`src/rtl/nihilist_stream_core.sv`:
```
// Streaming Nihilist cipher over the 5x5 Polybius square "MATEI/BCDFG/HKLNO/PQRSU/VWXYZ".
// Runtime key load, per-message encrypt/decrypt, one registered output stage with valid/ready.
module nihilist_stream_core #(
  parameter int KEY_MAX_LEN = 16,
  parameter int KL_W        = $clog2(KEY_MAX_LEN + 1)
) (
  input  logic            clk,
  input  logic            rst_n,
  input  logic            mode,
  input  logic            key_wr,
  input  logic [7:0]      key_char,
  input  logic            key_clr,
  output logic [KL_W-1:0] key_len,
  output logic            key_err,
  input  logic            s_valid,
  output logic            s_ready,
  input  logic [7:0]      s_data,
  input  logic            s_last,
  output logic            m_valid,
  input  logic            m_ready,
  output logic [7:0]      m_data,
  output logic            m_last,
  output logic            m_err,
  output logic            busy
);

  localparam int IDX_W = (KEY_MAX_LEN > 1) ? $clog2(KEY_MAX_LEN) : 1;

  typedef enum logic {
    ST_IDLE   = 1'b0,
    ST_STREAM = 1'b1
  } state_t;

  // Table position 10*row+col of an uppercase letter; 0 marks an invalid byte.
  function automatic logic [5:0] char_pos(input logic [7:0] c);
    logic [5:0] p;
    case (c)
      8'h4D: p = 6'd11; // M
      8'h41: p = 6'd12; // A
      8'h54: p = 6'd13; // T
      8'h45: p = 6'd14; // E
      8'h49: p = 6'd15; // I
      8'h4A: p = 6'd15; // J folds onto I
      8'h42: p = 6'd21;
      8'h43: p = 6'd22;
      8'h44: p = 6'd23;
      8'h46: p = 6'd24;
      8'h47: p = 6'd25;
      8'h48: p = 6'd31;
      8'h4B: p = 6'd32;
      8'h4C: p = 6'd33;
      8'h4E: p = 6'd34;
      8'h4F: p = 6'd35;
      8'h50: p = 6'd41;
      8'h51: p = 6'd42;
      8'h52: p = 6'd43;
      8'h53: p = 6'd44;
      8'h55: p = 6'd45;
      8'h56: p = 6'd51;
      8'h57: p = 6'd52;
      8'h58: p = 6'd53;
      8'h59: p = 6'd54;
      8'h5A: p = 6'd55;
      default: p = 6'd0;
    endcase
    return p;
  endfunction

  // Letter at (row, col) of the square, both 1..5.
  function automatic logic [7:0] pos_char(input logic [2:0] row, input logic [2:0] col);
    logic [7:0] c;
    case ({row, col})
      6'o11: c = 8'h4D;
      6'o12: c = 8'h41;
      6'o13: c = 8'h54;
      6'o14: c = 8'h45;
      6'o15: c = 8'h49;
      6'o21: c = 8'h42;
      6'o22: c = 8'h43;
      6'o23: c = 8'h44;
      6'o24: c = 8'h46;
      6'o25: c = 8'h47;
      6'o31: c = 8'h48;
      6'o32: c = 8'h4B;
      6'o33: c = 8'h4C;
      6'o34: c = 8'h4E;
      6'o35: c = 8'h4F;
      6'o41: c = 8'h50;
      6'o42: c = 8'h51;
      6'o43: c = 8'h52;
      6'o44: c = 8'h53;
      6'o45: c = 8'h55;
      6'o51: c = 8'h56;
      6'o52: c = 8'h57;
      6'o53: c = 8'h58;
      6'o54: c = 8'h59;
      6'o55: c = 8'h5A;
      default: c = 8'h00;
    endcase
    return c;
  endfunction

  state_t            state_r;
  logic              mode_r;
  logic [IDX_W-1:0]  key_idx_r;
  logic [5:0]        key_mem_r [KEY_MAX_LEN];
  logic [KL_W-1:0]   key_len_r;
  logic              key_err_r;
  logic              m_valid_r;
  logic [7:0]        m_data_r;
  logic              m_last_r;
  logic              m_err_r;

  logic              s_ready_s;
  logic              accept_s;
  logic              first_s;
  logic              mode_use_s;
  logic [IDX_W-1:0]  idx_use_s;
  logic [IDX_W-1:0]  idx_next_s;
  logic [5:0]        key_pos_s;
  logic [5:0]        in_pos_s;
  logic [5:0]        wr_pos_s;
  logic [8:0]        diff_s;
  logic [8:0]        tens_s;
  logic [8:0]        ones_s;
  logic [7:0]        xl_data_s;
  logic              xl_err_s;

  assign s_ready_s = (key_len_r != {KL_W{1'b0}}) && (!m_valid_r || m_ready);
  assign accept_s  = s_valid && s_ready_s;
  assign wr_pos_s  = char_pos(key_char);
  assign in_pos_s  = char_pos(s_data);

  // A beat seen while idle opens a message: it uses the live mode and key index 0.
  always_comb begin
    first_s    = (state_r == ST_IDLE);
    mode_use_s = mode_r;
    idx_use_s  = key_idx_r;
    if (first_s) begin
      mode_use_s = mode;
      idx_use_s  = {IDX_W{1'b0}};
    end else begin
      mode_use_s = mode_r;
      idx_use_s  = key_idx_r;
    end
    if (KL_W'(idx_use_s) == key_len_r - KL_W'(1)) begin
      idx_next_s = {IDX_W{1'b0}};
    end else begin
      idx_next_s = idx_use_s + IDX_W'(1);
    end
    key_pos_s = key_mem_r[idx_use_s];
  end

  // Translate the current input byte against the active key position.
  always_comb begin
    xl_data_s = 8'h00;
    xl_err_s  = 1'b0;
    diff_s    = {1'b0, s_data} - {3'b000, key_pos_s};
    tens_s    = diff_s / 9'd10;
    ones_s    = diff_s % 9'd10;
    if (mode_use_s == 1'b0) begin
      if (in_pos_s == 6'd0) begin
        xl_err_s = 1'b1;
      end else begin
        xl_data_s = {2'b00, in_pos_s} + {2'b00, key_pos_s};
      end
    end else begin
      // diff_s[8] set means the key position exceeded the cipher number.
      if (diff_s[8] || (tens_s < 9'd1) || (tens_s > 9'd5) ||
          (ones_s < 9'd1) || (ones_s > 9'd5)) begin
        xl_err_s = 1'b1;
      end else begin
        xl_data_s = pos_char(tens_s[2:0], ones_s[2:0]);
      end
    end
  end

  // Message FSM, key index and the registered output stage.
  always_ff @(posedge clk or negedge rst_n) begin
    if (!rst_n) begin
      state_r   <= ST_IDLE;
      mode_r    <= 1'b0;
      key_idx_r <= {IDX_W{1'b0}};
      m_valid_r <= 1'b0;
      m_data_r  <= 8'h00;
      m_last_r  <= 1'b0;
      m_err_r   <= 1'b0;
    end else begin
      if (accept_s) begin
        m_valid_r <= 1'b1;
        m_data_r  <= xl_data_s;
        m_last_r  <= s_last;
        m_err_r   <= xl_err_s;
        mode_r    <= mode_use_s;
        if (s_last) begin
          state_r   <= ST_IDLE;
          key_idx_r <= {IDX_W{1'b0}};
        end else begin
          state_r   <= ST_STREAM;
          key_idx_r <= idx_next_s;
        end
      end else if (m_ready) begin
        m_valid_r <= 1'b0;
      end
    end
  end

  // Key storage: appends and clears are honoured only between messages.
  always_ff @(posedge clk or negedge rst_n) begin
    if (!rst_n) begin
      key_len_r <= {KL_W{1'b0}};
      key_err_r <= 1'b0;
      for (int i = 0; i < KEY_MAX_LEN; i++) begin
        key_mem_r[i] <= 6'd0;
      end
    end else if (state_r == ST_IDLE) begin
      if (key_clr) begin
        key_len_r <= {KL_W{1'b0}};
        key_err_r <= 1'b0;
      end else if (key_wr) begin
        if ((wr_pos_s != 6'd0) && (key_len_r != KL_W'(KEY_MAX_LEN))) begin
          key_mem_r[key_len_r[IDX_W-1:0]] <= wr_pos_s;
          key_len_r <= key_len_r + KL_W'(1);
        end else begin
          key_err_r <= 1'b1;
        end
      end
    end
  end

  assign s_ready = s_ready_s;
  assign key_len = key_len_r;
  assign key_err = key_err_r;
  assign m_valid = m_valid_r;
  assign m_data  = m_data_r;
  assign m_last  = m_last_r;
  assign m_err   = m_err_r;
  assign busy    = (state_r == ST_STREAM);

endmodule

```
`config.mk`:
```
export PLATFORM = sky130hd
export DESIGN_NAME = nihilist_stream_core
export DESIGN_NICKNAME = d
export VERILOG_FILES = /design/src/rtl/nihilist_stream_core.sv
export SDC_FILE = /design/constraint.sdc
export NUM_CORES = 1
export LEC_CHECK = 0
export BUFFER_PORTS_ARGS = -buffer_cell sky130_fd_sc_hd__buf_4
export CAP_MARGIN = 20
export CORE_MARGIN = 5
export CORE_UTILIZATION = 45
export CTS_BUF_LIST = sky130_fd_sc_hd__clkbuf_4 sky130_fd_sc_hd__clkbuf_8 sky130_fd_sc_hd__clkbuf_16
export CTS_CLUSTER_DIAMETER = 120
export DETAILED_ROUTE_END_ITERATION = 12
export SYNTH_ARGS = -nofsm -noshare
export SYNTH_HDL_FRONTEND = slang
export SYNTH_SLANG_ARGS = --single-unit
```
`constraint.sdc`:
```
create_clock -name clk -period 20.4 [get_ports clk]
set_clock_uncertainty 0.15 [all_clocks]
set_input_delay 0 -clock clk [delete_from_list [all_inputs] [get_ports clk]]
set_output_delay 0 -clock clk [all_outputs]
set_load 0.02 [all_outputs]
```
* Word level (Yosys, flattened, before mapping)
Memory sizes are Yosys's and may differ from the RTL's.
Index checks and enable logic that the tools add are counted.
** Storage, ports and cells
- Flip-flop bits (word level) :: 119
- Bits in latches :: 0
- Bits in writable memories :: 0
- Memory bits (read-only) :: 1920
- Bits of input ports :: 24
- Output and inout bits :: 19
- Logic and storage cells :: 95
- Memories kept :: 3
** Memories
- (name not given) :: depth 128, width 6, rd ports 1, clocked after Yosys merged registers in 0, wr ports 0, RTL line 37 : case (c)
- (name not given) :: depth 128, width 6, rd ports 1, clocked after Yosys merged registers in 0, wr ports 0, RTL line 37
- (name not given) :: depth 64, width 6, rd ports 1, clocked after Yosys merged registers in 0, wr ports 0, RTL line 72 : case ({row, col})
** Cells by class
- Add/subtract/negate cells :: 5
- $mul :: 0
- Divide/modulo/power cells :: 2
- Magnitude comparators :: 7
- Equal/unequal tests :: 3
- Shift operators :: 0
- Multiplexer cells :: 27
- Bitwise logic cells :: 4
- Reduce and logical (&&, ||, !) cells :: 19
** Operators with widths (number)
- bitwise mux 96 bit :: 1
- 2-to-1 mux 6 bit :: 5
- binary-select mux 6 bit (select 4 bit) :: 1
- demux 6 bit (select 4 bit) :: 1
- > comparator 9 x 3 -> 1 bit, second input constant :: 2
- < comparator 9 x 1 -> 1 bit, second input constant :: 2
- 2-to-1 mux 8 bit :: 2
- 2-to-1 mux 5 bit :: 3
- 2-to-1 mux 4 bit :: 3
- greater-or-equal comparator 5 bit, second input constant :: 2
- 2-to-1 mux 1 bit :: 10
- inverter 4 -> 5 bit :: 2
- divider 9 x 4 -> 9 bit, second input constant :: 1
- modulo 9 x 4 -> 9 bit, second input constant :: 1
- subtractor 8 x 6 -> 9 bit :: 1
- adder 6 x 6 -> 7 bit :: 1
- 2-to-1 mux 7 bit :: 1
- logical NOT 6 bit :: 1
- AND reduction 3 bit :: 2
- nonzero test 2 bit :: 3
- nonzero test 6 bit :: 1
- adder 5 x 1 -> 5 bit, second input constant :: 1
- == test 4 x 5 -> 1 bit :: 1
- logical OR 1 bit :: 5
- other kinds (10) :: 14

* Logic depth before layout (Yosys ltp)
Gate-level depths: netlist of run 1.
- Word-level depth :: 14
- Depth in mapped cells :: 34
- Gate-level depth less buffers :: 31

* Worst setup path after synthesis of run 1
No wires, ideal clock.
- Path kind :: register to register
- Start point :: register state_r, in the netlist busy
- End point :: register m_data_r[2], in the netlist m_data[2]
- Library setup time :: 0.077 ns
- Arrival time :: 6.638 ns
- Required time :: 20.173 ns
- Slack :: 13.535 ns
- Stages on the path, launching flop included :: 34
- Buffers on the path :: 3
- Clock period less this slack :: 6.865 ns
- Cells stage by stage :: dfrtp_1 > clkbuf_1 > nand2_1 > clkbuf_1 > mux2i_1 > a221oi_1 > nor2_1 > a22oi_1 > ha_1 > inv_1 > fa_1 > a21o_4 > a2111oi_2 > o21a_1 > a21oi_2 > nor4b_1 > or3_1 > buf_4 > o21a_2 > nor2_2 > ha_1 > nor2_1 > a211oi_2 > o21bai_2 > nand2_2 > xnor2_1 > ha_1 > nand2_1 > nor4b_1 > a31oi_1 > nand4_1 > and3_1 > o21ai_1 > a21oi_1
** On the way
- Cells in the longest elaborated chain, start to end :: 14
- Elaborated cells on any way between the ends :: 22
- Classes of those cells :: 2 x add/sub; 2 x div; 4 x order compare; 8 x mux; 1 x bitwise; 4 x reduce/logical; 1 x memory
** RTL lines
- start: declaration :: RTL line 103 : state_t state_r;
- start signal: assignment :: RTL line 181 : state_r <= ST_IDLE;
- start signal: assignment :: RTL line 196 : state_r <= ST_IDLE;
- start signal: assignment :: RTL line 199 : state_r <= ST_STREAM;
- 2-to-1 mux 4 bit :: RTL line 139 : if (first_s) begin
- inverter 4 -> 5 bit (not written as such) :: RTL line 151 : key_pos_s = key_mem_r[idx_use_s];
- binary-select mux 6 bit (select 4 bit) :: RTL line 151
- 2-to-1 mux 6 bit (not written as such) (2 in series) :: RTL line 151
- subtractor 8 x 6 -> 9 bit :: RTL line 158 : diff_s = {1'b0, s_data} - {3'b000, key_pos_s};
- divider 9 x 4 -> 9 bit :: RTL line 159 : tens_s = diff_s / 9'd10;
- < comparator 9 x 1 -> 1 bit :: RTL line 169 : if (diff_s[8] || (tens_s < 9'd1) || (tens_s > 9'd5) ||
- logical OR 1 bit (3 in series) :: RTL line 169
- logical OR 1 bit :: RTL line 170 : (ones_s < 9'd1) || (ones_s > 9'd5)) begin
- 2-to-1 mux 8 bit :: RTL line 169
- 2-to-1 mux 8 bit (*) :: RTL line 161 : if (mode_use_s == 1'b0) begin
- end signal: assignment :: RTL line 191 : m_data_r <= xl_data_s;
- end: declaration :: RTL line 110 : logic [7:0] m_data_r;
Every way passes the cells marked *; elsewhere a longest branch is shown, timed or not. The select of a mux whose other input is x is not followed.
A chain may end at the register's enable or synchronous reset.

* Worst setup path in the final report of run 1
Same ends and word-level chain as after synthesis.

==> metrics.md, run 1 <==
| Metric | Value |
|---|---|
| Status | completed |
| Hpwl dp | 16400 µm |
| Worst-path maximum fanout | 23 |
| GR Util All Layers | 21.5% |
| Hold Fails Final Rpt | 0 |
| Met2 Use GR | 35.5% |
| Layout cell share with drive strength beyond 1 | 12.1% |
| CP peak stage delay | 0.81 ns |
| GR peak layer | met2 |
| Via count | 7364 |
| Ys Warns | 0 |
| Worst Reg-to-Reg Cells | 28 |
| Most frequent cell after synthesis | o21ai_0 |
| Worst-Skew Late Latency | 0.42 ns |
| Antenna-violating nets left | 0 |
| Post-synth top cells | 163 x o21ai_0, 151 x nand2_1, 118 x dfrtp_1 |
| Total routed wirelength | 22900 µm |
| Antenna fix cells | 0 |
| Met3 Resource Use GR | 3.69% |
| Post-synth top area share | 35.3% |
| Synth cell types | 92 |
| Vias in the first global route | 7056 |
| Mapped Cells | 1008 |
| Hold Path Class | in -> async |
| WP data arrival | 8.33 ns |
| Clock buffer depth | 2 |
| Top cells by area, synth | dfrtp_1 35%, o21ai_0 9.8%, nand2_1 6.8% |
| WP data required | 20.59 ns |
| Area growth syn-to-layout | 13.4% |
| Fin nets | 1082 |
| Initial Util | 46.1% |
| Crit start category | flip-flop |
| Setup bufs post-CTS | 0 |
| Async set-reset flop share out of synthesis | 100% |
| Routing usage on met1 | 28.4% |
| Port bufs | 41 |
| Root Buffer | clkbuf_16 |
| DRC Markers | 0 |
| Clock slew at reported path FFs | 0.05 ns |
| Top_reg_cell synth | dfrtp_1 |
| CTS Buf Count | 17 |
| Mean Syn Cell Area | 8.30 µm² |
| Std cell rows | 49 |
| Initial antenna violation count | 0 |
| Worst path slowest cell | dfrtp_1 |
| RSZ-0062 raised after global routing | false |
| Fmax | 123 MHz |
| Die width | 146 µm |
| Final-report max-slew violation count | 0 |
| Register area share after synthesis | 35.3% |
| DRT iter0 DRCs | 324 |
| Mapped cell area | 8360 µm² |
| Period utilization | 39.9% |
| Core Box Area | 18100 µm² |
| Die Height | 146 µm |
| Syn nets | 1073 |
| CTS tree | done |
| Global-route wire length before repair | 37500 µm |
| Die area | 21400 µm² |
| Fin crit period | 8.14 ns |
| CP Buf/Inv Count | 1 |
| Reg-to-reg slack, setup | 12.26 ns |
| Vias per Instance | 5.85 |
| Gr ovfl total | 0 |
| Wirelength per Cell | 18.2 µm |
| Top-Level Pins | 43 |
| Synth Register Bits | 118 |
| Top delay family on crit path | simple AND/OR/NAND/NOR gates |
| Max_slew headroom | 37.4% |
| Drt pass-1 iters | 7 |
| Max Cap Violations | 0 |
| Post-synth EDFFs | 0 |
| CTS Sinks | 118 |
| Final setup fails | 0 |
| Worst-Margin Slew | 0.936 ns |
| Routability congestion estimate | 0.931 |
| Setup crit end kind | flip-flop |
| Critical path depth | 28 |
| Fin Setup TNS | 0 ns |
| WS Path Type | reg -> reg |
| Largest area contributor in the netlist | dfrtp_1 |
| H-tree depth | 4 |
| Largest net degree at the start of global routing | 68 |
path summary, 6_finish.rpt:
check | from | endpoint
min reg2reg | key_mem_r[78]$_DFFE_PN0P_ | key_mem_r[78]$_DFFE_PN0P_
min | rst_n | key_mem_r[86]$_DFFE_PN0P_
max reg2reg | busy$_DFFE_PN0P_ | m_data[2]$_DFFE_PN0P_
max in group asynchronous | rst_n | key_mem_r[17]$_DFFE_PN0P_
max | busy$_DFFE_PN0P_ | m_data[2]$_DFFE_PN0P_
min in group clk | key_char[7] | key_mem_r[44]$_DFFE_PN0P_
per-layer routing:
layer	wire length [µm]	part of all wire, %
met3	798	3.5
met2	11000	48
met4	608	2.7
met1	10500	46
met5	0	0
per-stage QoR:
| step | instance area [µm²] | hold slack, ns | setup WS (ns) | utilization [%] | instances |
|---|---|---|---|---|---|
| 5_1_grt | 9480 | 0.0816 | 11.55 | 52.3 | 1259 |
| 4_1_cts | 9480 | 0.0334 | 12.37 | 52.3 | 1259 |
| 3_3_place_gp | 8750 | -0.0525 | 12.55 | 48.2 | 1218 |
| 6_report | 9480 | 0.0190 | 12.26 | 52.3 | 1259 |
| 2_1_floorplan | 8360 | -0.446 | 13.53 | - | 1008 |
| 3_5_place_dp | 8750 | -0.0640 | 12.37 | 48.2 | 1218 |
logic make-up after synthesis:
group                      count (synthesis)  synth area share (%)
and+or+nand+nor                          339                  18.8
adders and majority gates                 41                  6.31
buffers and inverters                     99                  4.76
DFF                                      118                  35.3
AOI/OAI and AO/OA                        344                  26.9
other                                      1                0.0448
xor gates and xnor gates                  18                  1.88
muxes                                     48                  6.03
state kept, by name (all words and copies together), names as in the netlist:
signal and count:
m_err 1, m_data 7, m_last 1, key_len 5
key_err 1, m_valid 1, mode_r 1, busy 1
key_mem_r 96, key_idx_r 4
cell usage in the layout (no fill, tap or decap), types with 10 or more instances in the layout:
master / n
a211oi_1: 11
a21oi_1: 43
buf_4: 48
clkbuf_16: 17
dfrtp_1: 118
ha_1: 39
inv_1: 31
mux2i_1: 38
nand2_1: 151
nand2b_1: 11
nand3_1: 27
nor2_1: 80
nor2b_1: 10
nor3_1: 11
o211ai_1: 13
o21ai_0: 163
what timing repair did:
| action | 4_1_cts | 5_1_grt |
|---|---|---|
| hold buffers | 9 | 0 |
| endpoints found under the hold margin | 66 | 0 |
| gates resized for setup | 0 | 0 |
area by class of cell:
| type | instances | area, µm² |
|---|---|---|
| sequential | 118 | 2950 |
| clock buffer | 24 | 497 |
| tap | 229 | 287 |
| inverter | 32 | 120 |
| fill | 1712 | 8660 |
| clock inverter | 8 | 145 |
| timing repair buffer | 57 | 450 |
| multi-input combinational | 791 | 5030 |
Power of run 1 is left out: the tool's default activity adds up to more than one toggle a clock period on the data nets, which glitch-free logic cannot reach.
==> inputs of run 2 (changes only) <==
==> constraint.sdc (replaced) <==
create_clock -name clk -period 8.29 [get_ports clk]
set_clock_uncertainty 0.15 [all_clocks]
set_input_delay 0 -clock clk [delete_from_list [all_inputs] [get_ports clk]]
set_output_delay 0 -clock clk [all_outputs]
set_load 0.02 [all_outputs]
==> run 2 against run 1 <==
Effect of this change: sequential share of layout area barely moved; non-clock buffer count is 6 higher; die area unchanged; critical path type unchanged; register-to-register slack worse by 12 ns; final area grew 0.18%.
==> metrics.md, run 2 (synthesis results as in run 1) <==
| Metric | Value |
|---|---|
| CTS Sinks | 118 (unchanged) |
| Worst-Skew Late Latency | 0.42 ns (about the same) |
| Final-report max-slew violation count | 0 (unchanged) |
| CP peak stage delay | 0.68 ns (was 0.81 ns) |
| Fmax | 132 MHz (was 123 MHz) |
| DRC Markers | 0 (unchanged) |
| Worst-path maximum fanout | 11 (was 23) |
| Initial Util | 46.1% (unchanged) |
| Worst Reg-to-Reg Cells | 30 (was 28) |
| Via count | 7394 (was 7364) |
| Top-Level Pins | 43 (unchanged) |
| Reg-to-reg slack, setup | 0.69 ns (was 12.26 ns) |
| CTS Buf Count | 17 (unchanged) |
| Vias in the first global route | 7076 (was 7056) |
| Die area | 21400 µm² (unchanged) |
| Most frequent cells in the layout | 163 x o21ai_0, 151 x nand2_1, 116 x dfrtp_1 (was 163 x o21ai_0, 151 x nand2_1, 118 x dfrtp_1) |
| Max_slew headroom | 43.4% (was 37.4%) |
| Period utilization | 91.7% (was 39.9%) |
| Fin Setup TNS | 0 ns (unchanged) |
| Gr ovfl total | 0 (unchanged) |
| Setup crit end kind | flip-flop (unchanged) |
| Std cell rows | 49 (unchanged) |
| Fin nets | 1088 (was 1082) |
| Hold Fails Final Rpt | 0 (unchanged) |
| Global-route wire length before repair | 38000 µm (was 37500 µm) |
| Routability congestion estimate | 0.912 (was 0.931) |
| Largest Register | key_mem_r (unchanged) |
| WS Path Type | reg -> reg (unchanged) |
| Worst-Margin Slew | 0.843 ns (was 0.936 ns) |
| Crit start category | flip-flop (unchanged) |
| Final setup fails | 0 (unchanged) |
| RSZ-0062 raised after global routing | false (unchanged) |
| WP data arrival | 7.80 ns (was 8.33 ns) |
| Vias per Instance | 5.85 (about the same) |
| Area growth syn-to-layout | 13.6% (was 13.4%) |
| Core Box Area | 18100 µm² (unchanged) |
| Root Buffer | clkbuf_16 (unchanged) |
| Worst path slowest cell | dfrtp_1 (unchanged) |
| Hpwl dp | 16600 µm (was 16400 µm) |
| Die width | 146 µm (unchanged) |
| Drt pass-1 iters | 5 (was 7) |
| Clock buffer depth | 2 (unchanged) |
| Clock slew at reported path FFs | 0.05 ns (about the same) |
| Total routed wirelength | 23200 µm (was 22900 µm) |
| Largest net degree at the start of global routing | 66 (was 68) |
| H-tree depth | 4 (unchanged) |
| Port bufs | 41 (unchanged) |
| Most common cell after layout, fill and taps aside | o21ai_0 (unchanged) |
| Dpl ws | 0.544 ns (was 12.37 ns) |
| Max Cap Violations | 0 (unchanged) |
| DRT iter0 DRCs | 384 (was 324) |
| Reg2reg end | m_data[2]$_DFFE_PN0P_ (unchanged) |
| Layout cell share with drive strength beyond 1 | 12.7% (was 12.1%) |
| Max reg flops | 96 (unchanged) |
| Status | completed (unchanged) |
| Final worst slack | 0.690 ns (was 12.26 ns) |
| Worst R2R Start | busy$_DFFE_PN0P_ (unchanged) |
| Setup bufs post-CTS | 0 (unchanged) |
| Most frequent CP cell | nor2_1 |
| CP Capture Point | m_data[2]$_DFFE_PN0P_ (unchanged) |
| GR Util All Layers | 21.9% (was 21.5%) |
| Hold slack | 0.0409 ns (was 0.0190 ns) |
| Wirelength per Cell | 18.3 µm (was 18.2 µm) |
| Die Height | 146 µm (unchanged) |
| Initial antenna violation count | 0 (unchanged) |
| Fill count | 1758 (was 1712) |
| Antenna fix cells | 0 (unchanged) |
| Hold Path Class | in -> async (unchanged) |
| Crit. Startpoint | busy$_DFFE_PN0P_ (unchanged) |
| Finished Core Util | 52.4% (was 52.3%) |
| Fin crit period | 7.60 ns (was 8.14 ns) |
| Antenna-violating nets left | 0 (unchanged) |
| CTS tree | done (unchanged) |
| WP data required | 8.49 ns (was 20.59 ns) |
==> run 2: per-layer routing <==
| metal | routed length [µm] | global-route usage [%] |
|---|---|---|
| met5 | 0 | 0 |
| met4 | 568 | 7.62 |
| met2 | 11300 | 36.3 |
| met3 | 1030 | 4.34 |
| met1 | 10300 | 28.6 |
==> run 2: through the flow <==
stage	instance area (µm²)	std cells
after global routing	9500	1264
after floorplan	8360	1008
final	9500	1264
after detailed placement	8790	1223
after CTS	9490	1263
after global placement	8790	1223
==> run 2: worst min-delay path by stage <==
| stage | startpoint | to | slack, ns |
|---|---|---|---|
| after floorplan | rst_n | busy$_DFFE_PN0P_ | -0.45 |
| after global routing | rst_n | key_len[3]$_DFFE_PN0P_ | 0.1 |
| after global placement | rst_n | key_mem_r[86]$_DFFE_PN0P_ | -0.05 |
| after CTS | rst_n | key_mem_r[75]$_DFFE_PN0P_ | 0.05 |
| after detailed placement | rst_n | key_mem_r[84]$_DFFE_PN0P_ | -0.05 |
| final | rst_n | key_mem_r[84]$_DFFE_PN0P_ | 0.04 |
==> run 2: layout make-up <==
| cell class | instances | area [µm²] | share of cell area [%] |
|---|---|---|---|
| Sequential cell | 118 | 2960 | 31.1 |
| Clock inverter | 9 | 125 | 1.32 |
| Timing Repair Buffer | 63 | 500 | 5.27 |
| Clock buffer | 22 | 482 | 5.07 |
| Inverter | 32 | 120 | 1.26 |
| Tap cell | 229 | 287 | 3.02 |
| Multi-Input combinational cell | 791 | 5030 | 53.0 |
==> run 2: worst max-delay path, delay by kind of cell (launching register included) <==
kind	cells	cell delay (ns)
AOI/OAI and AO/OA	11	2.68
xor gates and xnor gates	1	0.35
adders and majority gates	4	1.18
buffers and inverters	1	0.05
DFF	1	0.68
and+or+nand+nor	13	2.42
==> run 2: repair_timing <==
item,CTS,global route
endpoints found under the hold margin,68,0
endpoints found under the setup margin,0,5
hold buffers,9,0
resized for setup,0,2
Power of run 2 is left out for the same reason.
==> inputs of run 3 (changes only) <==
--- a/config.mk
+++ b/config.mk
@@ -12,6 +12,7 @@
 export CTS_BUF_LIST = sky130_fd_sc_hd__clkbuf_4 sky130_fd_sc_hd__clkbuf_8 sky130_fd_sc_hd__clkbuf_16
 export CTS_CLUSTER_DIAMETER = 120
 export DETAILED_ROUTE_END_ITERATION = 12
+export RECOVER_POWER = 50
 export SYNTH_ARGS = -nofsm -noshare
 export SYNTH_HDL_FRONTEND = slang
 export SYNTH_SLANG_ARGS = --single-unit
==> run 3 against run 2 <==
Effect of this change: the flow now finishes with violations (max-capacitance violations, max-slew violations); non-clock buffer count stayed put; final cell count stayed put; register-to-register slack worse by 0.03 ns; hold slack better by 0.067 ns; via count is 0.57% higher; first-iteration DRC count is 5.5% higher; core utilization is 0.39 points lower; wire length hardly changed; critical path depth is 1 lower; die area stayed put; critical path type unchanged; final area is 0.75% lower; global-route usage stayed put.
==> metrics.md, run 3 (synthesis results as in run 1) <==
| Metric | Value |
|---|---|
| Status | finished with violations (was completed) |
| Failing checks | max-capacitance violations, max-slew violations |
| Period utilization | 92.0% (was 91.7%) |
| Total routed wirelength | 23200 µm (about the same) |
| Gr ovfl total | 0 (unchanged) |
| Clock buffer depth | 2 (unchanged) |
| Fill count | 1779 (was 1758) |
| Drt pass-1 iters | 5 (unchanged) |
| Initial Util | 46.1% (unchanged) |
| Area growth syn-to-layout | 12.7% (was 13.6%) |
| Crit start category | flip-flop (unchanged) |
| Clock slew at reported path FFs | 0.05 ns (about the same) |
| Placed cell count | 1223 (unchanged) |
| Vias per Instance | 5.88 (was 5.85) |
| Finished Core Util | 52.0% (was 52.4%) |
| WS Path Type | reg -> reg (unchanged) |
| CTS Sinks | 118 (unchanged) |
| H-tree depth | 4 (unchanged) |
| Layout cell share with drive strength beyond 1 | 10.8% (was 12.7%) |
| Fin crit period | 7.63 ns (was 7.60 ns) |
| Largest Register | key_mem_r (unchanged) |
| RSZ-0062 raised after global routing | false (unchanged) |
| Std cell rows | 49 (unchanged) |
| Fin nets | 1088 (unchanged) |
| Via count | 7436 (was 7394) |
| Top-Level Pins | 43 (unchanged) |
| Port bufs | 41 (unchanged) |
| DRC Markers | 0 (unchanged) |
| Worst-Skew Late Latency | 0.42 ns (about the same) |
| Initial antenna violation count | 0 (unchanged) |
| CP peak stage delay | 0.67 ns (was 0.68 ns) |
| Most frequent cells in the layout | 163 x o21ai_0, 151 x nand2_1, 116 x dfrtp_1 (unchanged) |
| WP data required | 8.49 ns (about the same) |
| Largest net degree at the start of global routing | 66 (unchanged) |
| CP Buf/Inv Count | 1 (unchanged) |
| WP data arrival | 7.83 ns (was 7.80 ns) |
| GR Util All Layers | 21.9% (unchanged) |
| Top delay family on crit path | simple AND/OR/NAND/NOR gates (was compound AO/OA/AOI/OAI gates) |
| Routability congestion estimate | 0.912 (unchanged) |
| Setup crit end kind | flip-flop (unchanged) |
| Setup bufs post-CTS | 0 (unchanged) |
| Core Box Area | 18100 µm² (unchanged) |
| Final-report max-slew violation count | 121 (was 0) |
| Die width | 146 µm (unchanged) |
| Vias in the first global route | 7076 (unchanged) |
| Hold Fails Final Rpt | 0 (unchanged) |
| Worst-Margin Slew | 3.41 ns (was 0.843 ns) |
| Hold Path Class | in -> reg (was in -> async) |
| CTS Buf Count | 17 (unchanged) |
| Root Buffer | clkbuf_16 (unchanged) |
| Antenna-violating nets left | 0 (unchanged) |
| Worst-path maximum fanout | 13 (was 11) |
| Final setup fails | 0 (unchanged) |
| Max_slew headroom | -127% (was 43.4%) |
| Max reg flops | 96 (unchanged) |
| Antenna fix cells | 0 (unchanged) |
| Max Cap Violations | 2 (was 0) |
| Die Height | 146 µm (unchanged) |
| Wirelength per Cell | 18.3 µm (about the same) |
| DRT iter0 DRCs | 405 (was 384) |
| Fmax | 131 MHz (was 132 MHz) |
| Non-filler instance count after layout | 1264 (unchanged) |
| Die area | 21400 µm² (unchanged) |
| Fin Setup TNS | 0 ns (unchanged) |
| Hpwl dp | 16600 µm (unchanged) |
| Global-route wire length before repair | 38000 µm (unchanged) |
| Most common cell after layout, fill and taps aside | o21ai_0 (unchanged) |
| Worst path slowest cell | dfrtp_1 (unchanged) |
| CTS tree | done (unchanged) |
run 3: per-stage QoR:
step / hold slack (ns) / worst slack, ns / instance area, µm²
2_1_floorplan: -0.446 / 1.42 / 8360
3_3_place_gp: -0.0482 / 0.613 / 8790
3_5_place_dp: -0.0535 / 0.544 / 8790
4_1_cts: 0.0452 / 0.510 / 9490
5_1_grt: 0.129 / 0.0815 / 9430
6_report: 0.108 / 0.659 / 9430
run 3: worst paths after layout:
path | startpoint | end | slack, ns | depth (start not counted)
max | busy$_DFFE_PN0P_ | m_data[2]$_DFFE_PN0P_ | 0.66 | 29
min | key_char[7] | key_mem_r[26]$_DFFE_PN0P_ | 0.11 | 5
max reg2reg | busy$_DFFE_PN0P_ | m_data[2]$_DFFE_PN0P_ | 0.66 | 29
min reg2reg | key_mem_r[1]$_DFFE_PN0P_ | key_mem_r[1]$_DFFE_PN0P_ | 0.33 | 2
max in group asynchronous | rst_n | key_idx_r[0]$_DFFE_PN0P_ | 2.41 | 3
min in group asynchronous | rst_n | key_mem_r[84]$_DFFE_PN0P_ | 0.96 | 2
run 3: what timing repair did:
item                                    CTS  global route
endpoints found under the setup margin    0             5
resized for setup                         0             2
endpoints found under the hold margin    68             0
hold buffers                              9             0
run 3: final cells by class:
cell class                      instances  area (µm²)  share of cell area (%)
Multi-Input combinational cell        791        5030                    53.4
Inverter                               32         120                    1.27
Clock buffer                           22         482                    5.11
Tap cell                              229         287                    3.04
Timing Repair Buffer                   63         429                    4.55
Sequential cell                       118        2960                    31.3
Clock inverter                          9         125                    1.33
run 3: worst min-delay path: stages:
cell and delay, ns:
buf_4 0.08, nor3b_1 0.11, o311ai_2 0.09, buf_4 0.24, o21ai_0 0.12
run 3: routing by layer:
layer	vias to the layer above	track usage (%)	part of all wire [%]
li1	3660	-	-
met1	3510	28.6	44
met2	210	36.3	48
met3	56	4.34	4.6
met4	0	7.62	2.9
met5	-	0	0
Power of run 3 is left out for the same reason.
